**src/rtl/clock_time_setter_if.sv**
```systemverilog
// Bus between the time-setting control stage and its neighbours: raw buttons,
// the running clock time, and the load / display outputs.
interface clock_time_setter_if;
  logic       btn_mode;
  logic       btn_up;
  logic       btn_down;
  logic [7:0] cur_hh;
  logic [7:0] cur_mm;
  logic [7:0] cur_ss;
  logic       setting;
  logic       load;
  logic [7:0] load_hh;
  logic [7:0] load_mm;
  logic [7:0] load_ss;
  logic [7:0] disp_hh;
  logic [7:0] disp_mm;
  logic [7:0] disp_ss;
  logic [7:0] blank_mask;

  modport slave (
    input  btn_mode, btn_up, btn_down, cur_hh, cur_mm, cur_ss,
    output setting, load, load_hh, load_mm, load_ss,
           disp_hh, disp_mm, disp_ss, blank_mask
  );

  modport master (
    output btn_mode, btn_up, btn_down, cur_hh, cur_mm, cur_ss,
    input  setting, load, load_hh, load_mm, load_ss,
           disp_hh, disp_mm, disp_ss, blank_mask
  );
endinterface

```
**src/rtl/clock_time_setter.sv**
```systemverilog
// Button conditioning plus set-mode FSM for the 24h clock: edits hh/mm/ss in
// BCD, blinks the field being edited and strobes a load on exit.
module clock_time_setter #(
  parameter logic [31:0] DEBOUNCE_CYCLES = 32'd500_000,
  parameter logic [31:0] BLINK_CYCLES    = 32'd12_500_000
) (
  input logic                clk,
  input logic                reset,
  clock_time_setter_if.slave bus
);
  typedef enum logic [1:0] {RUN, SET_HH, SET_MM, SET_SS} state_e;

  // Button vectors are indexed {down, up, mode}.
  logic [2:0]       sync1_q, sync1_d, sync2_q, sync2_d;
  logic [2:0]       stable_q, stable_d, prev_q, prev_d, press_q, press_d;
  logic [2:0][31:0] deb_cnt_q, deb_cnt_d;

  state_e      state_q, state_d;
  logic [7:0]  hh_q, hh_d, mm_q, mm_d, ss_q, ss_d;
  logic        load_q, load_d;
  logic [31:0] blink_cnt_q, blink_cnt_d;
  logic        phase_q, phase_d;
  logic        mode_p, up_p, dn_p, step, adj;

  function automatic logic [7:0] bcd_inc(input logic [7:0] v, input logic [7:0] lim);
    if (v == lim)         return 8'h00;
    if (v[3:0] == 4'd9)   return {v[7:4] + 4'd1, 4'd0};
    return {v[7:4], v[3:0] + 4'd1};
  endfunction

  function automatic logic [7:0] bcd_dec(input logic [7:0] v, input logic [7:0] lim);
    if (v == 8'h00)       return lim;
    if (v[3:0] == 4'd0)   return {v[7:4] - 4'd1, 4'd9};
    return {v[7:4], v[3:0] - 4'd1};
  endfunction

  // Out-of-range or non-BCD running time is captured as 00.
  function automatic logic [7:0] bcd_cap(input logic [7:0] v, input logic [7:0] lim);
    if (v[7:4] <= 4'd9 && v[3:0] <= 4'd9 && v <= lim) return v;
    return 8'h00;
  endfunction

  always_comb begin
    sync1_d   = {bus.btn_down, bus.btn_up, bus.btn_mode};
    sync2_d   = sync1_q;
    stable_d  = stable_q;
    deb_cnt_d = deb_cnt_q;
    for (int i = 0; i < 3; i++) begin
      if (sync2_q[i] == stable_q[i]) begin
        deb_cnt_d[i] = '0;
      end else if (deb_cnt_q[i] == DEBOUNCE_CYCLES - 32'd1) begin
        stable_d[i]  = ~stable_q[i];
        deb_cnt_d[i] = '0;
      end else begin
        deb_cnt_d[i] = deb_cnt_q[i] + 32'd1;
      end
    end
    prev_d  = stable_q;
    press_d = stable_q & ~prev_q;
  end

  assign mode_p = press_q[0];
  assign up_p   = press_q[1];
  assign dn_p   = press_q[2];
  assign step   = up_p ^ dn_p;

  always_comb begin
    state_d = state_q;
    hh_d    = hh_q;
    mm_d    = mm_q;
    ss_d    = ss_q;
    load_d  = 1'b0;
    adj     = 1'b0;
    case (state_q)
      RUN: if (mode_p) begin
        state_d = SET_HH;
        hh_d    = bcd_cap(bus.cur_hh, 8'h23);
        mm_d    = bcd_cap(bus.cur_mm, 8'h59);
        ss_d    = bcd_cap(bus.cur_ss, 8'h59);
      end
      SET_HH: if (mode_p) state_d = SET_MM;
              else if (step) begin
                adj  = 1'b1;
                hh_d = up_p ? bcd_inc(hh_q, 8'h23) : bcd_dec(hh_q, 8'h23);
              end
      SET_MM: if (mode_p) state_d = SET_SS;
              else if (step) begin
                adj  = 1'b1;
                mm_d = up_p ? bcd_inc(mm_q, 8'h59) : bcd_dec(mm_q, 8'h59);
              end
      SET_SS: if (mode_p) begin
                state_d = RUN;
                load_d  = 1'b1;
              end else if (step) begin
                adj  = 1'b1;
                ss_d = up_p ? bcd_inc(ss_q, 8'h59) : bcd_dec(ss_q, 8'h59);
              end
      default: state_d = RUN;
    endcase
  end

  // Any edit or field change restarts the blink with the field visible.
  always_comb begin
    blink_cnt_d = blink_cnt_q + 32'd1;
    phase_d     = phase_q;
    if (state_q == RUN || state_d != state_q || adj) begin
      blink_cnt_d = '0;
      phase_d     = 1'b0;
    end else if (blink_cnt_q == BLINK_CYCLES - 32'd1) begin
      blink_cnt_d = '0;
      phase_d     = ~phase_q;
    end
  end

  always_ff @(posedge clk) begin
    if (reset) begin
      sync1_q     <= '0;
      sync2_q     <= '0;
      stable_q    <= '0;
      prev_q      <= '0;
      press_q     <= '0;
      deb_cnt_q   <= '0;
      state_q     <= RUN;
      hh_q        <= '0;
      mm_q        <= '0;
      ss_q        <= '0;
      load_q      <= 1'b0;
      blink_cnt_q <= '0;
      phase_q     <= 1'b0;
    end else begin
      sync1_q     <= sync1_d;
      sync2_q     <= sync2_d;
      stable_q    <= stable_d;
      prev_q      <= prev_d;
      press_q     <= press_d;
      deb_cnt_q   <= deb_cnt_d;
      state_q     <= state_d;
      hh_q        <= hh_d;
      mm_q        <= mm_d;
      ss_q        <= ss_d;
      load_q      <= load_d;
      blink_cnt_q <= blink_cnt_d;
      phase_q     <= phase_d;
    end
  end

  always_comb begin
    bus.blank_mask = 8'h00;
    case (state_q)
      SET_HH:  bus.blank_mask = {{2{phase_q}}, 6'b0};
      SET_MM:  bus.blank_mask = {3'b0, {2{phase_q}}, 3'b0};
      SET_SS:  bus.blank_mask = {6'b0, {2{phase_q}}};
      default: bus.blank_mask = 8'h00;
    endcase
  end

  assign bus.setting = (state_q != RUN);
  assign bus.load    = load_q;
  assign bus.load_hh = hh_q;
  assign bus.load_mm = mm_q;
  assign bus.load_ss = ss_q;
  assign bus.disp_hh = bus.setting ? hh_q : bus.cur_hh;
  assign bus.disp_mm = bus.setting ? mm_q : bus.cur_mm;
  assign bus.disp_ss = bus.setting ? ss_q : bus.cur_ss;
endmodule

```
**src/flat_wrapper.sv**
```systemverilog
// flat-port wrapper written by rule: the top's interface ports become plain ports
module clock_time_setter_flat 
#(
  parameter logic [31:0] DEBOUNCE_CYCLES = 32'd500_000,
  parameter logic [31:0] BLINK_CYCLES    = 32'd12_500_000
)
  (clk, reset, bus_btn_mode, bus_btn_up, bus_btn_down, bus_cur_hh, bus_cur_mm, bus_cur_ss, bus_setting, bus_load, bus_load_hh, bus_load_mm, bus_load_ss, bus_disp_hh, bus_disp_mm, bus_disp_ss, bus_blank_mask);
  clock_time_setter_if bus_i ();
  input logic clk;
  input logic reset;
  input wire logic [$bits(bus_i.btn_mode)-1:0] bus_btn_mode;
  input wire logic [$bits(bus_i.btn_up)-1:0] bus_btn_up;
  input wire logic [$bits(bus_i.btn_down)-1:0] bus_btn_down;
  input wire logic [$bits(bus_i.cur_hh)-1:0] bus_cur_hh;
  input wire logic [$bits(bus_i.cur_mm)-1:0] bus_cur_mm;
  input wire logic [$bits(bus_i.cur_ss)-1:0] bus_cur_ss;
  output wire logic [$bits(bus_i.setting)-1:0] bus_setting;
  output wire logic [$bits(bus_i.load)-1:0] bus_load;
  output wire logic [$bits(bus_i.load_hh)-1:0] bus_load_hh;
  output wire logic [$bits(bus_i.load_mm)-1:0] bus_load_mm;
  output wire logic [$bits(bus_i.load_ss)-1:0] bus_load_ss;
  output wire logic [$bits(bus_i.disp_hh)-1:0] bus_disp_hh;
  output wire logic [$bits(bus_i.disp_mm)-1:0] bus_disp_mm;
  output wire logic [$bits(bus_i.disp_ss)-1:0] bus_disp_ss;
  output wire logic [$bits(bus_i.blank_mask)-1:0] bus_blank_mask;
  assign bus_i.btn_mode = bus_btn_mode;
  assign bus_i.btn_up = bus_btn_up;
  assign bus_i.btn_down = bus_btn_down;
  assign bus_i.cur_hh = bus_cur_hh;
  assign bus_i.cur_mm = bus_cur_mm;
  assign bus_i.cur_ss = bus_cur_ss;
  assign bus_setting = bus_i.setting;
  assign bus_load = bus_i.load;
  assign bus_load_hh = bus_i.load_hh;
  assign bus_load_mm = bus_i.load_mm;
  assign bus_load_ss = bus_i.load_ss;
  assign bus_disp_hh = bus_i.disp_hh;
  assign bus_disp_mm = bus_i.disp_mm;
  assign bus_disp_ss = bus_i.disp_ss;
  assign bus_blank_mask = bus_i.blank_mask;
  clock_time_setter #(.DEBOUNCE_CYCLES(DEBOUNCE_CYCLES), .BLINK_CYCLES(BLINK_CYCLES)) u_core (.clk(clk), .reset(reset), .bus(bus_i));
endmodule
```
**config.mk**
```make
export PLATFORM = sky130hd
export DESIGN_NAME = clock_time_setter_flat
export DESIGN_NICKNAME = d
export VERILOG_FILES = /design/src/rtl/clock_time_setter_if.sv /design/src/rtl/clock_time_setter.sv /design/src/flat_wrapper.sv
export SDC_FILE = /design/constraint.sdc
export NUM_CORES = 1
export LEC_CHECK = 0
export CAP_MARGIN = 0
export CELL_PAD_IN_SITES_DETAIL_PLACEMENT = 0
export CELL_PAD_IN_SITES_GLOBAL_PLACEMENT = 1
export CORE_MARGIN = 2
export CORE_UTILIZATION = 30
export DETAILED_ROUTE_END_ITERATION = 8
export PLACE_DENSITY_LB_ADDON = 0.1
export SLEW_MARGIN = 20
export SYNTH_ARGS = -nofsm -noshare
export SYNTH_HDL_FRONTEND = slang
export SYNTH_SLANG_ARGS = --single-unit
```
**constraint.sdc**
```tcl
create_clock -name clk -period 2.64 [get_ports clk]
set_input_delay 0.264 -clock clk [delete_from_list [all_inputs] [get_ports clk]]
set_output_delay 0.264 -clock clk [all_outputs]
set_load 0.1 [all_outputs]
```
==> qor.csv, run 1 <==
stage;metric;value;unit
cts;clk_latency;0.43;ns
timing;fin_crit_sh;94.6;%
finish;antenna_cells;0;
setup_path;rr_startpoint;u_core.deb_cnt_q[53];
global_routing;gr-usage-all-layers;15.7;%
timing;hold_violations;0;
finish;final_cell_mix;184 x nor2_1, 166 x dfxtp_1, 75 x nand2_1, 69 x xor2_1, 62 x buf_4;
finish;regArea;0.00343;sq mm
power;p_seq_share;45.3;%
global_routing;antenna_found_initial;0;
setup_path;critPathCaptureType;output pin;
timing;rsz0062_at_grt;false;
finish;syn2layout_area_growth;24.6;%
synth;ys_seq_elements;171;
synth;synth_area_leaders;dfxtp_1 37%, nor2_1 7.5%, xor2_1 6.5%, xnor2_1 5.5%, ha_1 4.1%;
outcome;status;completed;
synth;seq_area_frac_synth;37.0;%
cts;cts.htree.levels;4;
global_routing;grt_remaining_overflow;0;
placed_design;gp_congestion;0.766;
cts;holdBufCountCts;0;
setup_path;start_kind;flop;
placed_design;place_area;0.0109;sq mm
finish;final_area;0.0115;sq mm
timing;setup_tns;0;ns
setup_path;slowest_stage;mux2_2;
die;boundaryPins;87;
setup_path;worst_path_most_repeated_cell;buf_12;
finish;fill_cells;3112;
routing;routedWlPerCell;15.4;um
synth;ys_async_sr_fraction;0;%
cts;post_cts_buffers;0;
worst_hold_path;hold_depth;2;
timing;slew_violations;0;
run;drv_cap;0;
routing;drt-pass1-iter-count;5;
power;power.density;496;mW/mm^2
cts;cts_sinks;171;
routing;routed_wl;24900;um
worst_hold_path;min_from;reset;
power;p_sw_share;23.8;%
synth;synth_top_area_share;37.0;%
synth;synth_cell_type_count;73;
routing;viasPerCell;4.96;
cts;clockRootBuffer;clkbuf_16;
placed_design;hpwl;17900;um
setup_path;cp_slowest_stage_delay;0.39;ns
global_routing;grt_max_degree;37;
synth;yosys_warnings;0;
worst_hold_path;whs_endpoint;u_core.prev_d[1];
cts;cts_buffers;17;
placed_design;portBuffers;84;
cts;path_clk_slew;0.07;ns
synth;syn_area;0.00925;sq mm
finish;multiInputGateArea;0.00546;sq mm
power;combPwrFrac;6.8;%
power;pwr-share-clk;47.9;%
setup_path;critical_path_class;reg2out;
timing;fmax;0.401;GHz
power;p_switching;1.36;mW
die;die_w;180;um
setup_path;r2r_end;u_core.deb_cnt_q[45];
setup_path;critical_path_arrival;2.23;ns
routing;drtAntennaViolNets;0;
synth;avgSynthCellArea;8.22;sq um
routing;drt_iter0_drc;445;
global_routing;grt_pass1_wl;42100;um
cts;cts_tree;built;
routing;vias;8000;
synth;synth_flop_cell;dfxtp_1;
die;core_area;0.0305;sq mm
setup_path;crit_fanout;36;
power;p_int;4.35;mW
die;dieArea;0.0322;sq mm
die;die_h;180;um
timing;maxSlewHeadroom;57.3;%
timing;worst_pin_slew;0.637;ns
finish;mostFrequentLayoutCell;nor2_1;
synth;synth-edff-count;0;
timing;setup_viol;0;
finish;fin_nets;1263;
cts;clockBufferDepth;2;
setup_path;required;2.38;ns
setup_path;crit_chain;inv_1, ha_2, buf_4, buf_12, mux2_2, buf_12;
setup_path;worst_r2r_path_depth;6;
die;start_util;30.3;%
global_routing;grt_pass1_vias;7879;
die;rows;64;
finish;drive_gt1_share;14.6;%
routing;drc;0;
power;p_leak;3.88;nW
synth;synth_top_area_cell;dfxtp_1;
timing;post-route-min-period;2.50;ns
setup_path;crit_start;u_core.state_q[0];
power;vdd_drop_max;419;uV
timing;skew;0.0178;ns
setup_path;reg2reg_slack;0.29;ns
worst_hold_path;hold_path.class;in2reg;
synth;synth_cells;1125;
-- registers in the layout (all words and copies together) (netlist names) --
name                cells
u_core.state_q          2
u_core.prev_q           3
u_core.bus.load_hh      8
u_core.sync2_q          3
u_core.press_q          3
u_core.bus.load_ss      8
u_core.prev_d           3
u_core.deb_cnt_q       96
u_core.bus.load_mm      8
u_core.blink_cnt_q     32
u_core.sync1_q          3
u_core.bus.load         1
u_core.phase_q          1
-- power groups by stage --
stage                     Clock (mW)  Sequential, mW  Combinational (mW)
after floorplan                    0            2.65               0.226
after global placement             0            2.65               0.391
after detailed placement           0            2.65               0.390
after CTS                       2.84            2.59               0.391
after global routing            2.95            2.59               0.405
final                           2.74            2.59               0.388
-- cell families (layout without fill, tap and decap cells) --
logic type,count (synthesis),after routing,share of synthesized area [%]
adder cells (fa/ha/maj),30,30,4.06
AND/OR/NAND/NOR,543,543,29.8
XOR/XNOR,127,127,12.0
AO/OA/AOI/OAI,136,136,10.4
other,1,2,0.0406
multiplexers,14,14,1.77
flip-flops,171,171,37.0
buffers and inverters,103,194,4.82
-- metal layers --
layer  track usage, %  vias up  share of wire (%)
li1                 -     4102                  -
met1             22.6     3796                 52
met2             24.5       82                 45
met3             2.33       20                2.2
met4             4.00        0                1.0
met5                0        -                  0
-- worst max-delay path, delay by kind of cell, from the launching register on --
kind,cells,cell delay [ns]
flip-flops,1,0.36
multiplexers,1,0.39
adder cells (fa/ha/maj),1,0.20
buffers and inverters,4,0.83
-- how the worst max path moves through the flow --
stage                                         to  slack (ns)  cells after the start
after global placement      u_core.deb_cnt_q[47]        0.36                      6
after global routing              bus_disp_ss[7]        0.02                      6
after floorplan                bus_blank_mask[1]        0.02                      7
after detailed placement  u_core.blink_cnt_q[12]        0.29                      8
after CTS                         bus_disp_mm[6]        0.03                      6
final                             bus_disp_ss[7]        0.14                      6
-- per-stage QoR --
| stage | power [mW] | hold WS [ns] | util, % | setup slack [ns] | instances |
|---|---|---|---|---|---|
| 2_1_floorplan | 2.87 | 0.367 | - | 0.0233 | 1126 |
| 3_3_place_gp | 3.04 | 0.372 | 35.6 | 0.360 | 1581 |
| 3_5_place_dp | 3.04 | 0.377 | 35.6 | 0.287 | 1581 |
| 4_1_cts | 5.81 | 0.195 | 37.7 | 0.0345 | 1613 |
| 5_1_grt | 5.94 | 0.204 | 37.8 | 0.0179 | 1613 |
| 6_report | 5.71 | 0.203 | 37.8 | 0.144 | 1613 |
-- area by class of cell --
| type | instances | area share [%] |
|---|---|---|
| multi-input combinational | 852 | 47.4 |
| sequential | 171 | 29.8 |
| timing repair buffer | 120 | 11.6 |
| tap | 396 | 4.30 |
| clock buffer | 20 | 3.88 |
| clock inverter | 12 | 1.64 |
| inverter | 42 | 1.40 |
-- repair_timing --
item                                    CTS  global route
endpoints found under the setup margin    6            37
resized for setup                         2             3
cloned                                    0             0
endpoints found under the hold margin     0             0
-- Yosys cell counts (all sizes together) (5+ instances only) --
library cell  number
a221oi             5
xnor2             58
and4               9
nand2b             9
nor3              31
dfxtp            171
a32oi              5
nor2             184
nor4              34
buf               19
ha                30
nand3             60
a21oi             21
clkbuf            42
nor2b             17
nand4             52
nor4b             10
or4                7
and3              20
or3                8
o21ai             32
mux2               9
and2               5
nand2             75
a211oi            15
inv               42
or2                8
xor2              69
No activity file was read; power rests on OpenSTA's default activity.
==> inputs of run 2 (changes only) <==
CORE_UTILIZATION = 40   (was 30)
clock period = 2.58 ns   (was 2.64 ns; I/O delays follow)
==> run 2 against run 1 <==
First-iteration DRC count decreased by 3.4%. Non-clock buffer count is 3 lower. Final area is 1.7% lower. Die area fell by 24%. Power decreased by 1.3%. Final cell count decreased by 7.1%. Via count is 1.4% lower. Clock power is 5% lower. Sequential share of layout area grew 0.51 points. Sequential power grew 2%. Hold slack worse by 0.014 ns. Wire length is 9.3% lower.
==> qor.csv, run 2 (synthesized netlist as in run 1, its figures left out) <==
stage;metric;value;unit;change
cts;post_cts_buffers;0;;unchanged
global_routing;antenna_found_initial;0;;unchanged
timing;rsz0062_at_grt;false;;unchanged
routing;routedWlPerCell;15.0;um;was 15.4 um
power;combPwrFrac;7.1;%;was 6.8%
setup_path;worst_r2r_path_depth;6;;unchanged
worst_hold_path;whs_endpoint;u_core.sync1_q[1];;was u_core.prev_d[1]
timing;fin_crit_sh;92.7;%;
cts;cts_tree;built;;unchanged
worst_hold_path;hold_path.class;in2reg;;unchanged
finish;fin_util;50.0;%;was 37.8%
power;p_switching;1.44;mW;was 1.36 mW
timing;fmax;0.418;GHz;
cts;holdBufCountCts;0;;unchanged
timing;maxSlewHeadroom;56.1;%;was 57.3%
power;p_leak;3.86;nW;was 3.88 nW
placed_design;portBuffers;84;;unchanged
finish;syn2layout_area_growth;22.5;%;was 24.6%
timing;whs;0.189;ns;was 0.203 ns
global_routing;gr-usage-all-layers;19.0;%;was 15.7%
die;core_area;0.0226;sq mm;was 0.0305 sq mm
worst_hold_path;hold_depth;2;;unchanged
placed_design;gp_congestion;0.820;;was 0.766
routing;viasPerCell;5.26;;was 4.96
power;power.density;497;mW/mm^2;was 496 mW/mm^2
routing;routed_wl;22600;um;was 24,900 um
setup_path;critical_path_arrival;2.13;ns;was 2.23 ns
global_routing;gr-usage-met1;25.4;%;was 22.6%
setup_path;rr_startpoint;u_core.deb_cnt_q[53];;unchanged
die;die_w;156;um;was 180 um
timing;post-route-min-period;2.39;ns;
global_routing;grt-busiest-layer;met2;;unchanged
timing;skew;0.0117;ns;was 0.0178 ns
routing;drt_iter0_drc;430;;was 445
timing;slew_violations;0;;unchanged
power;vdd_drop_max;379;uV;was 419 uV
global_routing;met2_usage;31.6;%;was 24.5%
cts;path_clk_slew;0.07;ns;about the same
finish;mostFrequentLayoutCell;nor2_1;;unchanged
finish;final_cell_mix;184 x nor2_1, 166 x dfxtp_1, 75 x nand2_1, 69 x xor2_1, 60 x nand3_1;;was 184 x nor2_1, 166 x dfxtp_1, 75 x nand2_1, 69 x xor2_1, 62 x buf_4
timing;worst_pin_slew;0.656;ns;was 0.637 ns
setup_path;cp.buffers_inverters;3;;was 4
timing;setup_viol;0;;unchanged
cts;cts.htree.levels;4;;unchanged
power;p_seq_share;47.0;%;was 45.3%
timing;setup_tns;0;ns;unchanged
die;die_h;156;um;was 180 um
setup_path;r2r_end;u_core.deb_cnt_q[35];;was u_core.deb_cnt_q[45]
setup_path;critPathCaptureType;output pin;;unchanged
cts;cts_sinks;171;;unchanged
finish;multiInputGateArea;0.00546;sq mm;about the same
setup_path;required;2.32;ns;was 2.38 ns
finish;antenna_cells;0;;unchanged
die;rows;55;;was 64
setup_path;cp_slowest_stage_delay;0.42;ns;was 0.39 ns
global_routing;grt_pass1_wl;37800;um;was 42,100 um
setup_path;crit_fanout;27;;was 36
routing;vias;7886;;was 8,000
setup_path;reg2reg_slack;0.23;ns;was 0.29 ns
placed_design;hpwl;16100;um;was 17,900 um
cts;clk_latency;0.43;ns;about the same
cts;cts_buffers;17;;unchanged
global_routing;met3_usage;3.19;%;was 2.33%
outcome;status;completed;;unchanged
cts;clockBufferDepth;2;;unchanged
finish;drive_gt1_share;14.6;%;about the same
die;dieArea;0.0244;sq mm;was 0.0322 sq mm
finish;regArea;0.00343;sq mm;unchanged
global_routing;grt_remaining_overflow;0;;unchanged
run;drv_cap;0;;unchanged
setup_path;start_kind;flop;;unchanged
finish;largest_register_ffs;96;;unchanged
finish;fin_nets;1260;;was 1,263
power;p_sw_share;25.6;%;was 23.8%
routing;drc;0;;unchanged
die;boundaryPins;87;;unchanged
global_routing;grt_max_degree;33;;was 37
routing;drtAntennaViolNets;0;;unchanged
setup_path;critPathTopFamily;buffers and inverters;;unchanged
worst_hold_path;min_from;reset;;unchanged
finish;fill_cells;2216;;was 3,112
setup_path;crit_chain;inv_1, ha_2, buf_4, mux2_2, buf_12;;was inv_1, ha_2, buf_4, buf_12, mux2_2, buf_12
routing;drt-pass1-iter-count;5;;unchanged
finish;largest_register;u_core.deb_cnt_q;;unchanged
cts;clockRootBuffer;clkbuf_16;;unchanged
die;start_util;40.8;%;was 30.3%
global_routing;grt_pass1_vias;7479;;was 7,879
power;p_int;4.19;mW;was 4.35 mW
finish;reg_top3;u_core.deb_cnt_q: 96 flops, u_core.blink_cnt_q: 32 flops;;unchanged
timing;hold_violations;0;;unchanged
setup_path;slowest_stage;mux2_2;;unchanged
power;pwr-share-clk;46.0;%;was 47.9%
setup_path;critical_path_class;reg2out;;unchanged
run 2: worst max path at each step:
stage | startpoint | endpoint | slack, ns | depth (start not counted)
after floorplan | u_core.bus.load_mm[0] | u_core.bus.load_mm[5] | 0.002 | 7
after global placement | u_core.deb_cnt_q[53] | u_core.deb_cnt_q[50] | 0.25 | 6
after detailed placement | u_core.state_q[1] | u_core.bus.load_hh[6] | 0.22 | 7
after CTS | u_core.state_q[1] | bus_disp_hh[6] | 0.17 | 5
after global routing | u_core.deb_cnt_q[53] | u_core.deb_cnt_q[58] | 0.04 | 6
final | u_core.state_q[1] | bus_disp_ss[6] | 0.19 | 5
run 2: per-stage QoR:
step	total power, mW	setup slack [ns]	instance area [sq um]	instances
2_1_floorplan	2.94	0.00161	9340	1126
4_1_cts	5.72	0.169	11300	1499
3_5_place_dp	3.11	0.218	10700	1467
3_3_place_gp	3.11	0.253	10700	1467
5_1_grt	5.83	0.0437	11300	1499
6_report	5.64	0.187	11300	1499
run 2: area by class of cell:
type	instances	area share, %
Clock buffer	18	3.88
Clock inverter	14	1.36
Inverter	42	1.42
Multi-Input combinational cell	852	48.2
Sequential cell	171	30.3
Tap cell	285	3.15
Timing Repair Buffer	117	11.8
run 2: what timing repair did:
item                                   in CTS  in global routing
gates resized for setup                     0                  1
setup endpoints to repair                   0                  1
endpoints found under the hold margin       0                  0
run 2: worst reg2reg max path, cell delays in order, from the launching register on:
cell and delay, ns:
dfxtp_1 0.35, or4_1 0.53, or4_1 0.49, nor4_2 0.35, or2_0 0.19, buf_4 0.25, nor2_1 0.08
run 2: routing by layer:
layer / routed length [um] / vias up
met2: 10800 / 105
met3: 589 / 14
met4: 214 / 0
li1: - / 4114
met5: 0 / -
met1: 11000 / 3653
run 2: power groups by stage:
stage	clock (mW)	combinational [mW]	sequential (mW)
after detailed placement	0	0.402	2.71
after global routing	2.77	0.416	2.65
after floorplan	0	0.232	2.71
final	2.59	0.400	2.65
after CTS	2.67	0.403	2.65
after global placement	0	0.402	2.71
